## src/rtl/serial_bin_to_bcd_if.sv

```systemverilog
// Handshake bundle between the conversion controller and the BCD converter.
// The controller drives load/bin; the converter returns bcd/busy/done.
interface serial_bin_to_bcd_if #(
    parameter int WIDTH  = 12,
    parameter int DIGITS = 4
);
    logic                  load;
    logic [WIDTH-1:0]      bin;
    logic [4*DIGITS-1:0]   bcd;
    logic                  busy;
    logic                  done;

    modport master (
        output load,
        output bin,
        input  bcd,
        input  busy,
        input  done
    );

    modport slave (
        input  load,
        input  bin,
        output bcd,
        output busy,
        output done
    );
endinterface

```

## src/rtl/serial_bin_to_bcd.sv

```systemverilog
// Serial double-dabble binary-to-BCD converter, one bit per clock.
// Accepts a load in IDLE or DONE; result is held in bcd until the next conversion.
module serial_bin_to_bcd #(
    parameter int WIDTH  = 12,
    parameter int DIGITS = 4
) (
    input  logic                clk,
    input  logic                rst,
    serial_bin_to_bcd_if.slave  io
);
    localparam int BW = 4 * DIGITS;
    localparam int CW = (WIDTH > 1) ? $clog2(WIDTH) : 1;
    localparam logic [CW-1:0] CNT_LAST = CW'(WIDTH - 1);

    typedef enum logic [1:0] {
        S_IDLE = 2'd0,
        S_CONV = 2'd1,
        S_DONE = 2'd2
    } state_e;

    state_e            state_q, state_d;
    logic [WIDTH-1:0]  sh_q, sh_d;
    logic [BW-1:0]     scr_q, scr_d;
    logic [CW-1:0]     cnt_q, cnt_d;
    logic [BW-1:0]     bcd_q, bcd_d;

    logic [BW-1:0]       adj;
    logic [BW+WIDTH-1:0] shifted;

    // Add-3 correction on every digit before it is doubled by the shift
    always_comb begin
        adj = '0;
        for (int i = 0; i < DIGITS; i++) begin
            adj[4*i +: 4] = (scr_q[4*i +: 4] >= 4'd5)
                          ? scr_q[4*i +: 4] + 4'd3
                          : scr_q[4*i +: 4];
        end
    end

    assign shifted = {adj, sh_q} << 1;

    always_comb begin
        state_d = state_q;
        sh_d    = sh_q;
        scr_d   = scr_q;
        cnt_d   = cnt_q;
        bcd_d   = bcd_q;
        unique case (state_q)
            S_IDLE, S_DONE: begin
                if (io.load) begin
                    sh_d    = io.bin;
                    scr_d   = '0;
                    cnt_d   = '0;
                    state_d = S_CONV;
                end else begin
                    state_d = S_IDLE;
                end
            end
            S_CONV: begin
                sh_d  = shifted[WIDTH-1:0];
                scr_d = shifted[WIDTH +: BW];
                cnt_d = cnt_q + 1'b1;
                if (cnt_q == CNT_LAST) begin
                    bcd_d   = shifted[WIDTH +: BW];
                    state_d = S_DONE;
                end
            end
            default: state_d = S_IDLE;
        endcase
    end

    always_ff @(posedge clk) begin
        if (rst) begin
            state_q <= S_IDLE;
            sh_q    <= '0;
            scr_q   <= '0;
            cnt_q   <= '0;
            bcd_q   <= '0;
        end else begin
            state_q <= state_d;
            sh_q    <= sh_d;
            scr_q   <= scr_d;
            cnt_q   <= cnt_d;
            bcd_q   <= bcd_d;
        end
    end

    assign io.bcd  = bcd_q;
    assign io.busy = (state_q == S_CONV);
    assign io.done = (state_q == S_DONE);

endmodule

```

## src/flat_wrapper.sv

```systemverilog
// flat-port wrapper written by rule: the top's interface ports become plain ports
module serial_bin_to_bcd_flat 
#(
    parameter int WIDTH  = 12,
    parameter int DIGITS = 4
)
  (clk, rst, io_load, io_bin, io_bcd, io_busy, io_done);
  serial_bin_to_bcd_if #(.WIDTH(WIDTH), .DIGITS(DIGITS)) io_i ();
  input  logic clk;
  input  logic rst;
  input wire logic [$bits(io_i.load)-1:0] io_load;
  input wire logic [$bits(io_i.bin)-1:0] io_bin;
  output wire logic [$bits(io_i.bcd)-1:0] io_bcd;
  output wire logic [$bits(io_i.busy)-1:0] io_busy;
  output wire logic [$bits(io_i.done)-1:0] io_done;
  assign io_i.load = io_load;
  assign io_i.bin = io_bin;
  assign io_bcd = io_i.bcd;
  assign io_busy = io_i.busy;
  assign io_done = io_i.done;
  serial_bin_to_bcd #(.WIDTH(WIDTH), .DIGITS(DIGITS)) u_core (.clk(clk), .rst(rst), .io(io_i));
endmodule
```

## config.mk

```make
export PLATFORM = sky130hd
export DESIGN_NAME = serial_bin_to_bcd_flat
export DESIGN_NICKNAME = d
export VERILOG_FILES = /design/src/rtl/serial_bin_to_bcd_if.sv /design/src/rtl/serial_bin_to_bcd.sv /design/src/flat_wrapper.sv
export SDC_FILE = /design/constraint.sdc
export NUM_CORES = 1
export LEC_CHECK = 0
export CAP_MARGIN = 5
export CELL_PAD_IN_SITES_DETAIL_PLACEMENT = 0
export CELL_PAD_IN_SITES_GLOBAL_PLACEMENT = 2
export CORE_MARGIN = 2
export CORE_UTILIZATION = 33
export CTS_CLUSTER_DIAMETER = 150
export DETAILED_ROUTE_END_ITERATION = 6
export HOLD_SLACK_MARGIN = 0.02
export PLACE_DENSITY_LB_ADDON = 0.1
export SLEW_MARGIN = 20
export SYNTH_ARGS = -nofsm -noshare
export SYNTH_HDL_FRONTEND = slang
export SYNTH_SLANG_ARGS = --single-unit
```

## constraint.sdc

```tcl
create_clock -name clk -period 1.9 [get_ports clk]
set_input_delay 0.285 -clock clk [delete_from_list [all_inputs] [get_ports clk]]
set_output_delay 0.285 -clock clk [all_outputs]
set_load 0.01 [all_outputs]
```

==> key figures, run 1 <==
Status
  – Status: completed

CTS
  – Clk root buf: clkbuf_8
  – Clock Tree Buf Depth: 2
  – Clock slew at reported path FFs: 0.09 ns
  – H-tree levels: 2
  – Post-CTS Hold Fix Bufs: 0
  – Number of clock buffers inserted by TritonCTS: 5
  – Worst-Skew Late Latency: 0.30 ns
  – Clk sinks: 50
  – CTS tree: done

Timing
  – Final Max Tran Viols: 0
  – Worst-Margin Slew: 0.813 ns
  – Fin. Hold Viols: 0
  – Max-slew headroom: 0.455
  – Post-route minimum period: 1.79 ns
  – Setup violators final: 0
  – Period utilization: 0.943
  – Worst setup margin: 0.108 ns
  – RSZ-0062 raised after global routing: no
  – FMAX: 0.558 GHz
  – Worst Skew: 0.00862 ns
  – Fin Hold WS: 0.459 ns

Final layout
  – Final Non-Filler Cells: 357
  – Seq. cell area: 1000 um2
  – Area of the multi-input gates: 1150 um2
  – Antenna cells: 0
  – Share of cells above drive strength 1: 0.101
  – Final nets: 301
  – Fill cell count: 672
  – Area grow syn2layout: 23.0%
  – Final Util: 0.415

Global routing
  – Number of global-route vias before repair: 1,679
  – Grt total ovfl: 0
  – Initial antenna violation count: 0
  – Met1 global-route usage: 0.198
  – Largest net degree at the start of global routing: 32
  – First-pass GRT wire length: 8310 um
  – Global routing usage on met2: 0.222
  – Most used routing layer in global routing: met2
  – Gr usage total: 0.142
  – Met3 Track Usage GR: 0.0275

Logic synthesis
  – Mean Syn Cell Area: 9.34 um2
  – Post-synth net total: 267
  – Register area share after synthesis: 0.441
  – FF+latch count, synth: 50
  – Ys flop type: dfxtp_1
  – Yosys cell types: 33
  – Post-synth EDFFs: 0
  – Async SR Flop Fraction: 0
  – Ys Warns: 0
  – Syn Std Cell Area: 2270 um2
  – Cell count after synthesis: 243

Placement
  – Placed cell count: 350
  – GPL Wtd Cong: 0.707
  – IO buf count: 32
  – Post-DP HPWL: 3440 um
  – Dpl ws: -0.0218 ns

Route
  – DR WL/cell: 14.0 um
  – Vias: 1,758
  – Post-route DRC: 0
  – Post-Route WL: 4990 um
  – DR pass1 iterations: 5
  – Via density per instance: 4.92
  – Detail Route Antenna Nets: 0
  – Initial drt markers: 77

Floorplan
  – Die Wd: 86.9 um
  – Chip height: 86.9 um
  – # IOs: 33
  – Core Area: 6720 um2
  – Die area: 7550 um2
  – Row count: 30
  – Initial Util: 0.338

Pwr
  – Power Density: 725 nW/um2
  – Worst vdd ir: 0.363 mV
  – Leak: 1.11 nW

Run
  – MaxCap Viol Count: 0

Worst setup path
  – Crit start category: flop
  – Worst-path cell chain: nand2b_2 > clkinv_4 > clkdlybuf4s50_1
  – Critical path class: reg -> out
  – CP peak stage delay: 0.55 ns
  – Critical Path AT: 1.51 ns
  – Worst endpoint required time: 1.62 ns
  – CP bufs+invs: 2
  – CP max FO: 12
  – CP endpoint kind: output pin
  – Delay-heaviest family, CP: buffers and inverters
  – Worst path slowest cell: clkdlybuf4s50_1

Min path
  – Hold Path Class: reg -> reg
[through the flow]
step	power [mW]	setup TNS [ns]	area, um2
after detailed placement	1.29	-0.131	2670
after global placement	1.29	-0.0125	2670
after floorplan	1.21	0	2270
after global routing	2.12	0	2790
after CTS	2.07	0	2790
final	2.02	0	2790
[cell usage in the layout (no fill, tap or decap), types with 2 or more instances in the layout]
| cell | Yosys | final |
|---|---|---|
| nand2_1 | 17 | 17 |
| xnor2_1 | 4 | 4 |
| ha_1 | 9 | 9 |
| a21oi_1 | 27 | 27 |
| dfxtp_1 | 50 | 50 |
| o21ai_0 | 11 | 11 |
| clkdlybuf4s50_1 | 0 | 32 |
| nor2_1 | 17 | 17 |
| nand2b_1 | 6 | 5 |
| a21o_1 | 7 | 7 |
| nor2b_1 | 2 | 2 |
| inv_1 | 9 | 9 |
| a22o_1 | 7 | 7 |
| clkbuf_8 | 0 | 6 |
| buf_4 | 2 | 9 |
| nor3_1 | 8 | 8 |
| a211oi_1 | 3 | 3 |
| nor3b_1 | 15 | 15 |
| mux2i_1 | 5 | 5 |
| nand3_1 | 4 | 4 |
| a22oi_1 | 14 | 14 |
| nor2_8 | 2 | 2 |
| a211oi_2 | 4 | 4 |
[cells by family after synthesis]
| logic type | after synthesis | share of synthesized area |
|---|---|---|
| adders and majority gates | 9 | 0.0496 |
| DFF | 50 | 0.441 |
| xor gates and xnor gates | 4 | 0.0154 |
| muxes | 5 | 0.0221 |
| and+or+nand+nor | 77 | 0.199 |
| AOI/OAI and AO/OA | 74 | 0.218 |
| buffers and inverters | 24 | 0.0546 |
[worst register-to-register path, stage by stage (launching register included)]
cell and delay [ns]:
dfxtp_1 0.39, ha_1 0.26, nand3b_4 0.13, or2_1 0.45, a211oi_2 0.30, nor3_1 0.06
[flip-flops by register name, summed over array words and instances, names as in the netlist]
| register | flops |
|---|---|
| u_core.state_q | 2 |
| u_core.io.bcd | 16 |
| u_core.cnt_q | 4 |
| u_core.scr_q | 16 |
| u_core.sh_q | 12 |
[cells in the mapped netlist, drive strengths merged, types with 5 or more instances]
cell	count	area (um2)
inv	10	40.0
nor3b	15	113
dfxtp	50	1000
nand2b	6	37.5
nand2	17	63.8
nor3	9	50.1
a21o	7	52.6
a211oi	7	72.6
o21ai	11	55.1
a21oi	27	135
a22o	7	61.3
a22oi	14	105
ha	9	113
buf	12	76.3
mux2i	5	50.1
nor2	20	115
[metal layers]
metal	wire, um	vias up
li1	-	932
met1	2550	793
met2	2230	28
met3	146	5
met4	54	0
met5	0	-
[final timing paths]
kind                            slack [ns]         startpoint  cells after the start          endpoint
worst min-delay path                  0.46   u_core.io.bcd[0]                      2  u_core.io.bcd[0]
worst max-delay path                  0.11  u_core.state_q[1]                      3           io_busy
worst min register to register        0.46   u_core.io.bcd[0]                      2  u_core.io.bcd[0]
worst max register to register        0.18    u_core.cnt_q[0]                      5  u_core.io.bcd[3]
[repair_timing]
item | CTS | global route
setup endpoints to repair | 0 | 1
gates resized for setup | 0 | 2
setup buffers | 0 | 0
[where the power goes]
group          leakage, nW  switching [mW]  internal (mW)
clock network       0.0573           0.342          0.422
logic                0.647          0.0998         0.0765
registers            0.405          0.0141           1.07
[layout make-up]
| type | count | share of cell area |
|---|---|---|
| timing repair buffer | 41 | 0.139 |
| clock buffer | 6 | 0.0296 |
| tap | 80 | 0.0359 |
| clock inverter | 1 | 0.0108 |
| multi-input combinational | 169 | 0.411 |
| sequential | 50 | 0.359 |
| inverter | 10 | 0.0152 |
No activity file was read; power rests on OpenSTA's default activity.
==> inputs of run 2 (changes only) <==
Settings changed: CTS_CLUSTER_DIAMETER 150 to unset.
==> results of run 2 <==
No change in the layout: final DEF, timing and power equal those of run 1.
